File: config.mk
export PLATFORM = sky130hd
export DESIGN_NAME = calc_seq_ctrl
export DESIGN_NICKNAME = d
export VERILOG_FILES = /design/src/rtl/calc_seq_ctrl.sv
export SDC_FILE = /design/constraint.sdc
export NUM_CORES = 1
export LEC_CHECK = 0
export CELL_PAD_IN_SITES_DETAIL_PLACEMENT = 1
export CELL_PAD_IN_SITES_GLOBAL_PLACEMENT = 1
export CORE_MARGIN = 2
export CORE_UTILIZATION = 47
export CTS_CLUSTER_SIZE = 14
export DETAILED_ROUTE_END_ITERATION = 6
export PLACE_DENSITY = 0.86
export SLEW_MARGIN = 0
export SYNTH_ARGS = -nofsm -noshare
export SYNTH_HDL_FRONTEND = slang
export SYNTH_SLANG_ARGS = --single-unit
File: constraint.sdc
create_clock -name i_clk -period 8.1 [get_ports i_clk]
set_clock_uncertainty 0.05 [all_clocks]
set_input_delay 1.62 -clock i_clk [delete_from_list [all_inputs] [get_ports i_clk]]
set_output_delay 1.62 -clock i_clk [all_outputs]
set_load 0.02 [all_outputs]
File: src/rtl/calc_seq_ctrl.sv
// calc_seq_ctrl: sequencing controller for the four-function calculator datapath.
// Accepts one request at a time (valid/ready), runs add/sub/mul in one registered
// cycle or div as a DATA_W-cycle restoring divider, then holds the result until
// the consumer takes it.
// Ports:
//   i_clk, i_rst          clock, synchronous active-high reset
//   i_valid/o_ready       request handshake; i_op, i_data1, i_data2 request payload
//   o_valid/i_ready       result handshake; o_result, o_rem result payload
//   o_busy                operation executing (EXEC or DIV)
//   o_div_zero            only with CALC_DIV_ZERO_FLAG_EN: result came from a divide by zero
module calc_seq_ctrl #(
  parameter int unsigned DATA_W = 6
) (
  input  logic                  i_clk,
  input  logic                  i_rst,
  input  logic                  i_valid,
  output logic                  o_ready,
  input  logic [1:0]            i_op,
  input  logic [DATA_W-1:0]     i_data1,
  input  logic [DATA_W-1:0]     i_data2,
  output logic                  o_valid,
  input  logic                  i_ready,
  output logic [2*DATA_W-1:0]   o_result,
  output logic [DATA_W-1:0]     o_rem,
  output logic                  o_busy
`ifdef CALC_DIV_ZERO_FLAG_EN
  ,
  output logic                  o_div_zero
`endif
);

  localparam int unsigned RES_W = 2 * DATA_W;
  localparam int unsigned SUM_W = DATA_W + 1;
  localparam int unsigned CNT_W = (DATA_W > 1) ? $clog2(DATA_W) : 1;

  localparam logic [1:0] OP_ADD = 2'd0;
  localparam logic [1:0] OP_SUB = 2'd1;
  localparam logic [1:0] OP_MUL = 2'd2;
  localparam logic [1:0] OP_DIV = 2'd3;

  typedef enum logic [1:0] {
    S_IDLE = 2'd0,
    S_EXEC = 2'd1,
    S_DIV  = 2'd2,
    S_DONE = 2'd3
  } state_t;

  state_t              r_state;
  state_t              w_state_nxt;

  logic [1:0]          r_op;
  logic [DATA_W-1:0]   r_a;
  logic [DATA_W-1:0]   r_b;
  logic [DATA_W-1:0]   r_quo;
  logic [DATA_W-1:0]   r_prem;
  logic [CNT_W-1:0]    r_cnt;
  logic [RES_W-1:0]    r_result;
  logic [DATA_W-1:0]   r_rem;
  logic                r_valid;

  logic                w_accept;
  logic [SUM_W-1:0]    w_sum;
  logic [SUM_W-1:0]    w_diff;
  logic [RES_W-1:0]    w_prod;
  logic [RES_W-1:0]    w_exec_res;
  logic [DATA_W-1:0]   w_exec_rem;
  logic [SUM_W-1:0]    w_shift;
  logic                w_ge;
  logic [DATA_W-1:0]   w_sub;
  logic [DATA_W-1:0]   w_prem_nxt;
  logic [DATA_W-1:0]   w_quo_nxt;

  assign w_accept = i_valid && (r_state == S_IDLE);

  // Single-cycle arithmetic on the captured operands
  assign w_sum  = SUM_W'(r_a) + SUM_W'(r_b);
  assign w_diff = SUM_W'(r_a) - SUM_W'(r_b);
  assign w_prod = RES_W'(r_a) * RES_W'(r_b);

  // EXEC result select; a div reaching EXEC always has a zero divisor
  always_comb begin
    w_exec_res = '0;
    w_exec_rem = '0;
    case (r_op)
      OP_ADD:  w_exec_res = RES_W'(w_sum);
      OP_SUB:  w_exec_res = RES_W'(w_diff);
      OP_MUL:  w_exec_res = w_prod;
      default: begin
        w_exec_res = RES_W'({DATA_W{1'b1}});
        w_exec_rem = r_a;
      end
    endcase
  end

  // Restoring divide step: shift the next dividend bit into the partial remainder.
  // The partial remainder stays below the divisor, so a successful subtract fits DATA_W bits.
  assign w_shift    = {r_prem, r_quo[DATA_W-1]};
  assign w_ge       = (w_shift >= SUM_W'(r_b));
  assign w_sub      = w_shift[DATA_W-1:0] - r_b;
  assign w_prem_nxt = w_ge ? w_sub : w_shift[DATA_W-1:0];
  assign w_quo_nxt  = {r_quo[DATA_W-2:0], w_ge};

  // State register
  always_ff @(posedge i_clk) begin
    if (i_rst) r_state <= S_IDLE;
    else       r_state <= w_state_nxt;
  end

  // Next-state logic
  always_comb begin
    w_state_nxt = r_state;
    case (r_state)
      S_IDLE: begin
        if (w_accept) begin
          if ((i_op == OP_DIV) && (i_data2 != '0)) w_state_nxt = S_DIV;
          else                                     w_state_nxt = S_EXEC;
        end
      end
      S_EXEC: w_state_nxt = S_DONE;
      S_DIV:  if (r_cnt == '0) w_state_nxt = S_DONE;
      S_DONE: if (i_ready) w_state_nxt = S_IDLE;
      default: w_state_nxt = S_IDLE;
    endcase
  end

  // Operand capture, divider iteration and result registers
  always_ff @(posedge i_clk) begin
    if (i_rst) begin
      r_op     <= '0;
      r_a      <= '0;
      r_b      <= '0;
      r_quo    <= '0;
      r_prem   <= '0;
      r_cnt    <= '0;
      r_result <= '0;
      r_rem    <= '0;
      r_valid  <= 1'b0;
    end else begin
      case (r_state)
        S_IDLE: begin
          if (w_accept) begin
            r_op   <= i_op;
            r_a    <= i_data1;
            r_b    <= i_data2;
            r_quo  <= i_data1;
            r_prem <= '0;
            r_cnt  <= CNT_W'(DATA_W - 1);
          end
        end
        S_EXEC: begin
          r_result <= w_exec_res;
          r_rem    <= w_exec_rem;
          r_valid  <= 1'b1;
        end
        S_DIV: begin
          r_quo  <= w_quo_nxt;
          r_prem <= w_prem_nxt;
          if (r_cnt == '0) begin
            r_result <= RES_W'(w_quo_nxt);
            r_rem    <= w_prem_nxt;
            r_valid  <= 1'b1;
          end else begin
            r_cnt <= r_cnt - CNT_W'(1);
          end
        end
        S_DONE: begin
          if (i_ready) r_valid <= 1'b0;
        end
        default: r_valid <= 1'b0;
      endcase
    end
  end

`ifdef CALC_DIV_ZERO_FLAG_EN
  logic r_div_zero;

  // Raised together with o_valid for a zero-divisor div, dropped on the result handshake
  always_ff @(posedge i_clk) begin
    if (i_rst)                                 r_div_zero <= 1'b0;
    else if ((r_state == S_EXEC) && (r_op == OP_DIV)) r_div_zero <= 1'b1;
    else if ((r_state == S_DONE) && i_ready)   r_div_zero <= 1'b0;
  end

  assign o_div_zero = r_div_zero;
`endif

  assign o_ready  = (r_state == S_IDLE);
  assign o_busy   = (r_state == S_EXEC) || (r_state == S_DIV);
  assign o_valid  = r_valid;
  assign o_result = r_result;
  assign o_rem    = r_rem;

endmodule
==> flow_metrics.py <==
metrics = {
    "clock_network": {
        "cts.sinks": 50,
        "cts_buffer_depth": 2,
        "clkTransAtPathRegs_ns": 0.11,
        "cts.htree.levels": 2,
        "clk_latency_ns": 0.32,
        "cts_inserted_buffers": 5,
        "postCtsSetupRepairBufs": 0,
        "ctsResizeCount": 0,
        "cts-root-buf": "clkbuf_8",
        "holdBufCountCts": 0,
        "cts_tree": "yes",
    },
    "drt": {
        "via_per_inst": 5.93,
        "first_pass_iters": 4,
        "drc": 0,
        "routed_wl_mm": 12.4,
        "dr.first_iter.drc_count": 241,
        "final_antenna_net_count": 0,
        "post_drt_wl_per_cell_um": 19.3,
        "routed-via-count": 3821,
    },
    "hold_path": {
        "hp-class": "reg -> reg",
        "hp-start": "o_result[2]",
        "holdPathEnd": "o_result[2]",
        "hold_depth": 2,
    },
    "place": {
        "portBuffers": 38,
        "gp_congestion": 0.942,
        "dpl.hpwl_mm": 9.44,
        "place_area_sq_um": 4450,
        "dp.cells": 636,
    },
    "sta": {
        "max_freq_mhz": 246,
        "fin_crit_ns": 4.06,
        "rsz0062_at_grt": "false",
        "final-setup-viol-count": 0,
        "setup_tns_ns": 0,
        "max_slew_margin": 0.273,
        "hold_viol": 0,
        "finalCritPeriodShare": 0.501,
        "worst_pin_slew_ns": 1.08,
        "drv_slew": 0,
    },
    "power": {
        "intPower_w": 0.000707,
        "p_clk_frac": 0.118,
        "switchingPower_w": 0.000735,
        "p_comb_frac": 0.621,
        "seq_power_share": 0.261,
        "power_w": 0.00144,
        "p_sw_frac": 0.510,
        "max-vdd-ir-drop_mv": 0.274,
        "power.density_nw_per_um2": 317,
        "power.leakage_nw": 1.91,
    },
    "critical_path": {
        "r2r_end": "o_result[9]",
        "ff2ff_setup_slack_ns": 4.04,
        "reg2reg_from": "r_a[4]",
        "crit_type": "reg -> reg",
        "worstPathMaxFanout": 9,
        "r2r_cells": 12,
        "endpoint_kind": "register",
        "slowest_stage": "dfxtp_1",
        "critPathLaunchType": "register",
        "worstPathArrival_ns": 4.24,
        "max_stage_delay_ns": 0.58,
        "crit_chain": "and2_1, fa_1, inv_1, fa_1, fa_1, inv_1, ha_1, nor2b_1, o31a_1, o21a_1, or3_1, a32o_1",
        "cp.required_ns": 8.28,
        "path_common_cell": "fa_1",
    },
    "logic_synthesis": {
        "ys_warn_count": 0,
        "yosysSeqAreaShare": 0.249,
        "synthArstFlopShare": 0,
        "syn-num-nets": 589,
        "synth_edf_count": 0,
        "ys.flop_type": "dfxtp_1",
        "syn_area_sq_um": 4020,
        "synth_cells": 513,
        "avgSynthCellArea_sq_um": 7.83,
        "ys_seq_elements": 50,
        "synth_cell_types": 55,
    },
    "global_routing": {
        "grt_pass1_wl_mm": 20.2,
        "grt_max_degree": 40,
        "grt_overflow": 0,
        "grtUsageTotal": 0.287,
        "grt_pass1_vias": 3995,
        "grt_antenna_before_repair": 0,
    },
    "final_layout": {
        "fin_cells": 644,
        "final_area_sq_um": 4550,
        "diodes": 0,
        "final_nets": 614,
        "final_common_cell": "nand2_1",
        "syn_to_final_growth_pct": 13.3,
        "mostFrequentLayoutCells": "nand2_1 (75), inv_1 (55), dfxtp_1 (50)",
        "drive_above_1_share": 0.0334,
    },
    "floorplanning": {
        "die_h_um": 96.5,
        "row_count": 33,
        "die-area_sq_um": 9300,
        "initial_core_util": 0.487,
        "die-width_um": 96.5,
        "io_pins": 39,
        "core_sq_um": 8260,
    },
    "flow_run": {
        "max_cap_viol_count": 0,
    },
    "outcome": {
        "outcome": "finished clean",
    },
}
==> power by group through the flow <==
stage / Sequential (W) / Combinational [W] / Clock [W]
floorplan: 0.000372 / 0.000619 / 0
global placement: 0.000372 / 0.000841 / 0
detailed placement: 0.000378 / 0.000877 / 0
CTS: 0.000373 / 0.000890 / 0.000172
global route: 0.000384 / 0.000986 / 0.000182
finish: 0.000376 / 0.000895 / 0.000171
==> through the flow <==
step / util / hold WS [ns] / setup slack (ns)
after floorplan: - / 0.413 / 4.29
after global placement: 0.539 / 0.389 / 4.26
after detailed placement: 0.539 / 0.398 / 4.10
after CTS: 0.551 / 0.412 / 4.07
after global routing: 0.551 / 0.428 / 3.90
final: 0.551 / 0.409 / 4.04
==> critical path: cells and delay by family, from the launching register on <==
kind,cells,cell delay (ns)
buffers and inverters,2,0.13
DFF,1,0.58
adders and majority gates,4,1.76
AOI/OAI and AO/OA,3,0.73
and+or+nand+nor,3,0.71
==> area by class of cell <==
type | count | area [sq um]
Clock inverter | 3 | 28.8
Sequential cell | 50 | 1000
Fill cell | 1046 | 3710
Multi-Input combinational cell | 385 | 2710
Timing Repair Buffer | 41 | 403
Tap cell | 105 | 131
Inverter | 55 | 206
Clock buffer | 5 | 68.8
==> worst max-delay path by stage <==
| stage | depth (start not counted) | to | slack (ns) | from |
|---|---|---|---|---|
| global placement | 12 | o_result[9] | 4.26 | r_a[3] |
| global route | 13 | o_result[9] | 3.90 | r_a[1] |
| finish | 12 | o_result[9] | 4.04 | r_a[4] |
| floorplan | 14 | o_result[9] | 4.29 | r_b[5] |
| CTS | 12 | o_result[9] | 4.07 | r_a[4] |
| detailed placement | 12 | o_result[9] | 4.10 | r_a[3] |
==> registers in the layout (all words and copies together), names as in the netlist, 3 cells and up <==
register / cells
o_rem: 6
r_cnt: 3
o_result: 12
r_quo: 6
r_prem: 6
r_a: 6
r_b: 6
==> metal layers <==
metal	global-route usage	vias up	part of all wire
met2	0.492	117	0.49
li1	-	1812	-
met1	0.369	1865	0.44
met5	0	-	0
met3	0.0396	27	0.043
met4	0.103	0	0.028
==> cells in the mapped netlist, drive strengths merged (8+ instances only) <==
master   n  area (sq um)
dfxtp   50          1000
o21ai   26           130
and2    16           100
nor3    10          50.1
ha      39           488
a21oi   33           173
fa      19           380
nor2    38           143
clkbuf  16          60.1
o21a     8          60.1
nand2   75           282
inv     55           206
nand3   15          75.1
==> kinds of logic after synthesis <==
logic type | synth area share
flops | 0.249
compound gates | 0.193
xor+xnor | 0.0196
buf+inv | 0.0760
mux | 0.0230
simple gates | 0.223
fa+ha+maj | 0.216
Power figures use the tool's default switching activity.
